## src/rtl/mux_scan_ctrl_pkg.sv

```systemverilog
// Shared types and constants for the 4-channel mux scan controller.
package mux_scan_ctrl_pkg;

    typedef enum logic [1:0] {
        ST_IDLE = 2'd0,
        ST_SCAN = 2'd1,
        ST_DONE = 2'd2
    } scan_state_t;

    localparam int unsigned NUM_CH     = 4;
    localparam int unsigned SEL_W      = 2;
    localparam int unsigned SETTLE_MAX = 15;
    localparam int unsigned CNT_W      = 4;

endpackage

```

## src/rtl/mux_scan_ctrl_scan_dwell_cnt.sv

```systemverilog
// Settle counter: counts the cycles a channel is held and flags the sample cycle.
module scan_dwell_cnt
    import mux_scan_ctrl_pkg::*;
#(
    parameter int unsigned SETTLE = 2
) (
    input  logic             clk,
    input  logic             rst_n,
    input  logic             clear,
    input  logic             enable,
    output logic             term,
    output logic [CNT_W-1:0] settle
);

    if ((SETTLE < 1) || (SETTLE > SETTLE_MAX)) begin : g_settle_range
        $error("scan_dwell_cnt: SETTLE must lie in 1..15");
    end

    logic [CNT_W-1:0] cnt_q;
    logic [CNT_W-1:0] cnt_d;

    assign settle = CNT_W'(SETTLE);
    assign term   = (cnt_q == CNT_W'(SETTLE - 1));

    // Next-count: wraps to zero on the sample cycle so the next channel gets a full dwell.
    always_comb begin
        cnt_d = cnt_q;
        if (clear) begin
            cnt_d = {CNT_W{1'b0}};
        end else if (enable) begin
            if (term) begin
                cnt_d = {CNT_W{1'b0}};
            end else begin
                cnt_d = cnt_q + 4'd1;
            end
        end else begin
            cnt_d = cnt_q;
        end
    end

    // Counter register.
    always_ff @(posedge clk or negedge rst_n) begin
        if (!rst_n) begin
            cnt_q <= {CNT_W{1'b0}};
        end else begin
            cnt_q <= cnt_d;
        end
    end

endmodule

```

## src/rtl/mux_scan_ctrl.sv

```systemverilog
// Sequences a 4:1 gated mux through its channels and delivers the four samples
// as one word on a valid/ready port.
module mux_scan_ctrl
    import mux_scan_ctrl_pkg::*;
#(
    parameter int unsigned SETTLE = 2
) (
    input  logic              clk,
    input  logic              rst_n,
    input  logic              start,
    output logic [SEL_W-1:0]  sel,
    output logic              g_n,
    input  logic              y,
    output logic              busy,
    output logic [NUM_CH-1:0] data,
    output logic              valid,
    input  logic              ready
);

    scan_state_t       state_q, state_d;
    logic [SEL_W-1:0]  sel_q, sel_d;
    logic              g_n_q, g_n_d;
    logic              busy_q, busy_d;
    logic              valid_q, valid_d;
    logic [NUM_CH-1:0] data_q, data_d;
    logic [NUM_CH-1:0] cap_q, cap_d;

    logic              cnt_en_s;
    logic              cnt_term_s;
    logic [CNT_W-1:0]  settle_s;

    assign cnt_en_s = (state_q == ST_SCAN);

    scan_dwell_cnt #(
        .SETTLE (SETTLE)
    ) u_dwell (
        .clk    (clk),
        .rst_n  (rst_n),
        .clear  (~cnt_en_s),
        .enable (cnt_en_s),
        .term   (cnt_term_s),
        .settle (settle_s)
    );

    // Next-state and next-output logic; all outputs are registered from these.
    always_comb begin
        state_d = state_q;
        sel_d   = sel_q;
        g_n_d   = g_n_q;
        busy_d  = busy_q;
        valid_d = valid_q;
        data_d  = data_q;
        cap_d   = cap_q;
        case (state_q)
            ST_IDLE: begin
                sel_d   = 2'd0;
                g_n_d   = 1'b1;
                busy_d  = 1'b0;
                valid_d = 1'b0;
                if (start) begin
                    state_d = ST_SCAN;
                    g_n_d   = 1'b0;
                    busy_d  = 1'b1;
                    cap_d   = 4'd0;
                end else begin
                    state_d = ST_IDLE;
                end
            end
            ST_SCAN: begin
                if (cnt_term_s) begin
                    cap_d[sel_q] = y;
                    if (sel_q == 2'd3) begin
                        state_d = ST_DONE;
                        data_d  = {y, cap_q[2:0]};
                        valid_d = 1'b1;
                        g_n_d   = 1'b1;
                        busy_d  = 1'b0;
                        sel_d   = 2'd0;
                    end else begin
                        sel_d = sel_q + 2'd1;
                    end
                end else begin
                    sel_d = sel_q;
                end
            end
            ST_DONE: begin
                if (valid_q && ready) begin
                    valid_d = 1'b0;
                    if (start) begin
                        // Handshake and new request together: re-enter SCAN with no IDLE gap.
                        state_d = ST_SCAN;
                        sel_d   = 2'd0;
                        g_n_d   = 1'b0;
                        busy_d  = 1'b1;
                        cap_d   = 4'd0;
                    end else begin
                        state_d = ST_IDLE;
                    end
                end else begin
                    valid_d = 1'b1;
                end
            end
            default: begin
                state_d = ST_IDLE;
                sel_d   = 2'd0;
                g_n_d   = 1'b1;
                busy_d  = 1'b0;
                valid_d = 1'b0;
            end
        endcase
    end

    // State and output registers.
    always_ff @(posedge clk or negedge rst_n) begin
        if (!rst_n) begin
            state_q <= ST_IDLE;
            sel_q   <= 2'd0;
            g_n_q   <= 1'b1;
            busy_q  <= 1'b0;
            valid_q <= 1'b0;
            data_q  <= 4'd0;
            cap_q   <= 4'd0;
        end else begin
            state_q <= state_d;
            sel_q   <= sel_d;
            g_n_q   <= g_n_d;
            busy_q  <= busy_d;
            valid_q <= valid_d;
            data_q  <= data_d;
            cap_q   <= cap_d;
        end
    end

    assign sel   = sel_q;
    assign g_n   = g_n_q;
    assign busy  = busy_q;
    assign valid = valid_q;
    assign data  = data_q;

endmodule
```

## config.mk

```make
export PLATFORM = sky130hd
export DESIGN_NAME = mux_scan_ctrl
export DESIGN_NICKNAME = d
export VERILOG_FILES = /design/src/rtl/mux_scan_ctrl_pkg.sv /design/src/rtl/mux_scan_ctrl_scan_dwell_cnt.sv /design/src/rtl/mux_scan_ctrl.sv
export SDC_FILE = /design/constraint.sdc
export NUM_CORES = 1
export LEC_CHECK = 0
export CAP_MARGIN = 25
export CORE_UTILIZATION = 45
export DETAILED_ROUTE_END_ITERATION = 10
export GPL_TIMING_DRIVEN = 0
export HOLD_SLACK_MARGIN = 0.05
export PLACE_DENSITY = 0.65
export SLEW_MARGIN = 20
export SYNTH_ARGS = -nofsm -noshare
export SYNTH_HDL_FRONTEND = slang
export SYNTH_SLANG_ARGS = --single-unit
```

## constraint.sdc

```tcl
create_clock -name clk -period 2.2 [get_ports clk]
set_input_delay 0.22 -clock clk [delete_from_list [all_inputs] [get_ports clk]]
set_output_delay 0.22 -clock clk [all_outputs]
set_load 0.02 [all_outputs]
```

Yosys cells after proc, flatten, opt, wreduce, memory -nomap -nowiden
Index checks and enable logic that the tools add are counted.
Widths: inputs -> output; s select.
- input bits: 5
- output and inout port bits: 9
- register bits: 19
- $lt $le $gt $ge: 2
- add/subtract/negate cells: 2
- reductions and logical operators: 10
- muxes and demuxes: 33
- eq/ne operators: 8
- operator list (kind ; count):
    $mux 4 ; 5
    $mux 2 ; 7
    $mux 1 ; 13
    $pmux 4 s3 ; 1
    $reduce_and 3->1 ; 4
    $pmux 1 s3 ; 2
    $pmux 2 s3 ; 1
    $add 4x1->4 const B ; 1
    $bwmux 4 ; 1
    $eq 2x2->1 const B ; 2
    $eq 4x1->1 const B ; 1
    $ne 2x1->1 const B ; 2
    $ne 2x2->1 const B ; 2
    $pmux 2 s2 ; 1
    $reduce_and 4->1 ; 1
    $lt 2x3->1 const B ; 1
    $reduce_bool 3->1 ; 1
    $add 2x1->2 const B ; 1
    $demux 1 s2 ; 1
    $eq 2x1->1 const B ; 1
    $ge 2x1->1 const B ; 1
    $logic_and 1x1->1 ; 2
    $logic_not 2->1 ; 1
    $pmux 1 s2 ; 1
    $reduce_and 2->1 ; 1

Longest topological paths before layout
- word-level depth: 7
- gate-level depth with buffers: 7
- gate-level depth less buffers: 6

Modules after synthesis
Synthesis repeated with hierarchy kept, for this count alone.
- cells, all modules: 108
- area total of the unflattened synthesis: 1157.4 um^2
- modules (own cells, without submodules) (module ; times used ; cells an instance ; area each (um^2)):
    mux_scan_ctrl ; 1 ; 82 ; 890.9
    scan_dwell_cnt ; 1 ; 26 ; 266.5

Worst setup path after synthesis
OpenSTA, ideal clock, no wires.
- path kind: register to register
- start point: register state_q[0]
- end point: register cap_q[2]
- arrival time: 1527 ps
- required time: 2076 ps
- setup slack: 549 ps
- stages on the path, launching flop included: 6
- cells stage by stage: dfrtp_1 inv_1 ha_1 a21boi_2 a211o_1 a211o_1
- word-level cells in the longest chain between the ends: 3
- elaborated cells between the ends (all ways): 8
- classes of those cells: eq/ne (4); mux (1); reduce/logical (3)
- ends and longest elaborated chain (item ; line ; text):
    start, declared ; mux_scan_ctrl.sv:20 ; scan_state_t state_q, state_d;
    start signal, assigned ; mux_scan_ctrl.sv:124 ; state_q <= state_d;
    $eq 2x2->1, or another cell as far along ; mux_scan_ctrl.sv:54 ; case (state_q)
    $ne 2x2->1 (no line), or another cell as far along ; n/a ;
    $reduce_and 3->1 (no line) ; n/a ;
    end signal, assigned ; mux_scan_ctrl.sv:130 ; cap_q <= cap_d;
    end, declared ; mux_scan_ctrl.sv:26 ; logic [NUM_CH-1:0] cap_q, cap_d;
Several ways; a longest one is shown, not always the timed one.
A chain may end at the register's enable or synchronous reset.

Final worst setup path
Same ends and word-level chain as after synthesis.

==> metrics.txt <==
All-Layer GR Usage 0.171; crit path time final 1.85 ns; layout cells sized above 1 0.0973; Remaining DRCs 0; RD Place Congestion 0.781; PortBufs 13; number of flops mapped to enable cells by yosys 0; largest family of logic cells by synthesized area simple AND/OR/NAND/NOR gates; Crit. End Element flip-flop; initial antenna violation count 0; CP max FO 6; ANT nets after route 0; worst-margin pin slew 0.797 ns; Clock Root Buffer clkbuf_4; final hold vios 0; Worst EP required 2.38 ns; Synth Register Bits 18; simple-gate share of the synthesized area 0.175; fin. max-slew vios 0; Cell variety after synth 28; multiplexer area fraction after synthesis 0.0337; largest net degree at the start of global routing 19; routed wire length per instance 12.4 um; CTS Buf Count 3; CP arrival 2.03 ns; placed insts 136; Max clock buf depth 2; half-perimeter wire length after placement 1.28 mm; Hold Slack 0.384 ns; reg-to-reg setup timing slack 0.35 ns; crit share post-route 0.839; Area Overhead vs Synth 20.0%; mean post-synth cell area 10.4 um^2; Max Cap Violations 0; Initial Util 0.495; grt ovf 0; Design Power 1.07 mW; Post-Syn Area 0.00100 mm^2; Peak Freq 542 MHz; Worst-path clk slew 0.10 ns; fin cells 140; adder-cell area share of the yosys netlist 0.125; H-Tree Depth 1; Layout Skew 0.00236 ns; ys async rst share 1.00; DR pass1 iterations 4; XOR/XNOR Fraction of Synth Area 0.0175; Final nets 129; sequential-to-total area share from yosys stat 0.451; FF-to-FF End cap_q[2]; vias per cell 5.32; first-pass GRT wire length 2.99 mm; Gate power share 0.394; Synthesized Nets 111; die area 0.00242 mm^2; Synth Warn # 0; vias in the first global route 669; worst-skew pair later-pin latency 0.29 ns; Vias 745; CP startpoint state_q[0]; Multi-input gate area 514 um^2; Area after DPL 0.00116 mm^2; Worst setup SP type flip-flop; Detailed Route WL 1.74 mm; row count 16; ANT cells 0; post_cts resized 0; Int Power 0.674 mW; share of power burned in registers 0.419; IO Pins 14; TritonCTS clock tree yes; Post-Layout Inst Area 0.00120 mm^2; Fill cells 181; R2R depth 6; Die Ht 49.2 um; switch share 0.368; CORE AREA 0.00202 mm^2; r2r startpoint state_q[0]; maximum vdd drop 0.000509 V; Compound-Gate Fraction of Synth Area 0.163; cts hold-fix bufs 0; relative slew slack 0.467; Mapped Cells 96; Final setup viols 0; RSZ-0062 raised after global routing no; Setup TNS Final 0 ns; Die W 49.2 um; post-CTS setup buffers 0; status complete, no violations; DR iter-0 viols 15; Min-Delay Path Class in -> async; Setup crit end cap_q[2]; kind of critical path reg -> reg; Leak 0.543 nW; Seq. cell area 452 um^2; main flop type after synthesis dfrtp_1; power per cell area 887 mW/mm^2; clock power share 0.188; clock sink count 18; Psw 0.392 mW
## worst min path at each step
stage,start,to,cells after the start
6_report,rst_n,state_q[0],1
5_1_grt,rst_n,busy,1
4_1_cts,rst_n,state_q[0],1
3_5_place_dp,data[0],data[0],1
3_3_place_gp,data[3],data[3],2
2_1_floorplan,rst_n,busy,0
## critical path, cell delays in order (launching register included)
cell      delay [ns]
dfrtp_1         0.44
inv_1           0.11
ha_1            0.29
a21boi_2        0.30
a211o_1         0.25
nor3_1          0.08
a211o_1         0.27
## stage by stage
| stage | worst slack, ns | util |
|---|---|---|
| 6_report | 0.354 | 0.594 |
| 5_1_grt | 0.247 | 0.594 |
| 4_1_cts | 0.357 | 0.594 |
| 3_5_place_dp | 0.374 | 0.576 |
| 3_3_place_gp | 0.382 | 0.576 |
| 2_1_floorplan | 0.549 | - |
## synthesized netlist by cell type, types with 2 or more instances
cell type	instances	area [um^2]
nand4_1	4	25.0
o21ai_0	3	15.0
o21ai_1	5	25.0
nor2_1	7	26.3
o211ai_1	2	15.0
mux2_1	3	33.8
inv_1	7	26.3
nand2_1	8	30.0
dfrtp_1	17	425
xnor2_1	2	17.5
a211o_1	2	17.5
a21oi_1	7	35.0
ha_1	10	125
nand3_1	5	25.0
## layout by cell type (no fill, tap or decap), drive strengths merged, types with 2 or more instances in the layout
| master | instances |
|---|---|
| mux2 | 3 |
| nand3 | 6 |
| xnor2 | 2 |
| clkbuf | 5 |
| nand4 | 4 |
| ha | 10 |
| clkdlybuf4s50 | 13 |
| a21oi | 7 |
| nor2 | 7 |
| a211o | 2 |
| nand2 | 8 |
| o21ai | 8 |
| inv | 7 |
| dfrtp | 17 |
| o211ai | 2 |
## power by group through the flow
stage,clock network [mW],logic (mW),registers [mW]
after global placement,0,0.416,0.451
final,0.200,0.420,0.446
after global routing,0.230,0.473,0.454
after CTS,0.212,0.425,0.447
after detailed placement,0,0.422,0.454
after floorplan,0,0.268,0.476
## per-layer routing
layer	track usage	up-vias	share of wire
li1	-	373	-
met1	0.226	355	0.49
met2	0.253	13	0.45
met3	0.0280	4	0.033
met4	0.118	0	0.028
met5	0	-	0
## cell families after synthesis
logic type	Yosys count
xor gates and xnor gates	2
DFF	18
muxes	3
buffers and inverters	9
AOI/OAI and AO/OA	23
and+or+nand+nor	31
adders and majority gates	10
## sequential cells by signal, summed over array words and instances, names as in the netlist
name / cells
g_n: 1
data: 4
u_dwell.cnt_q: 4
valid: 1
sel: 2
state_q: 2
busy: 1
cap_q: 3
## final cells by class
type	instances	area share
plain buffers	2	0.00729
clock buffers	4	0.0302
inverters	7	0.0219
multi-input cells	69	0.428
flip-flops and latches	18	0.376
well taps	27	0.0281
repair buffers	13	0.108
Note: power is estimated with default switching activity, not from simulation.
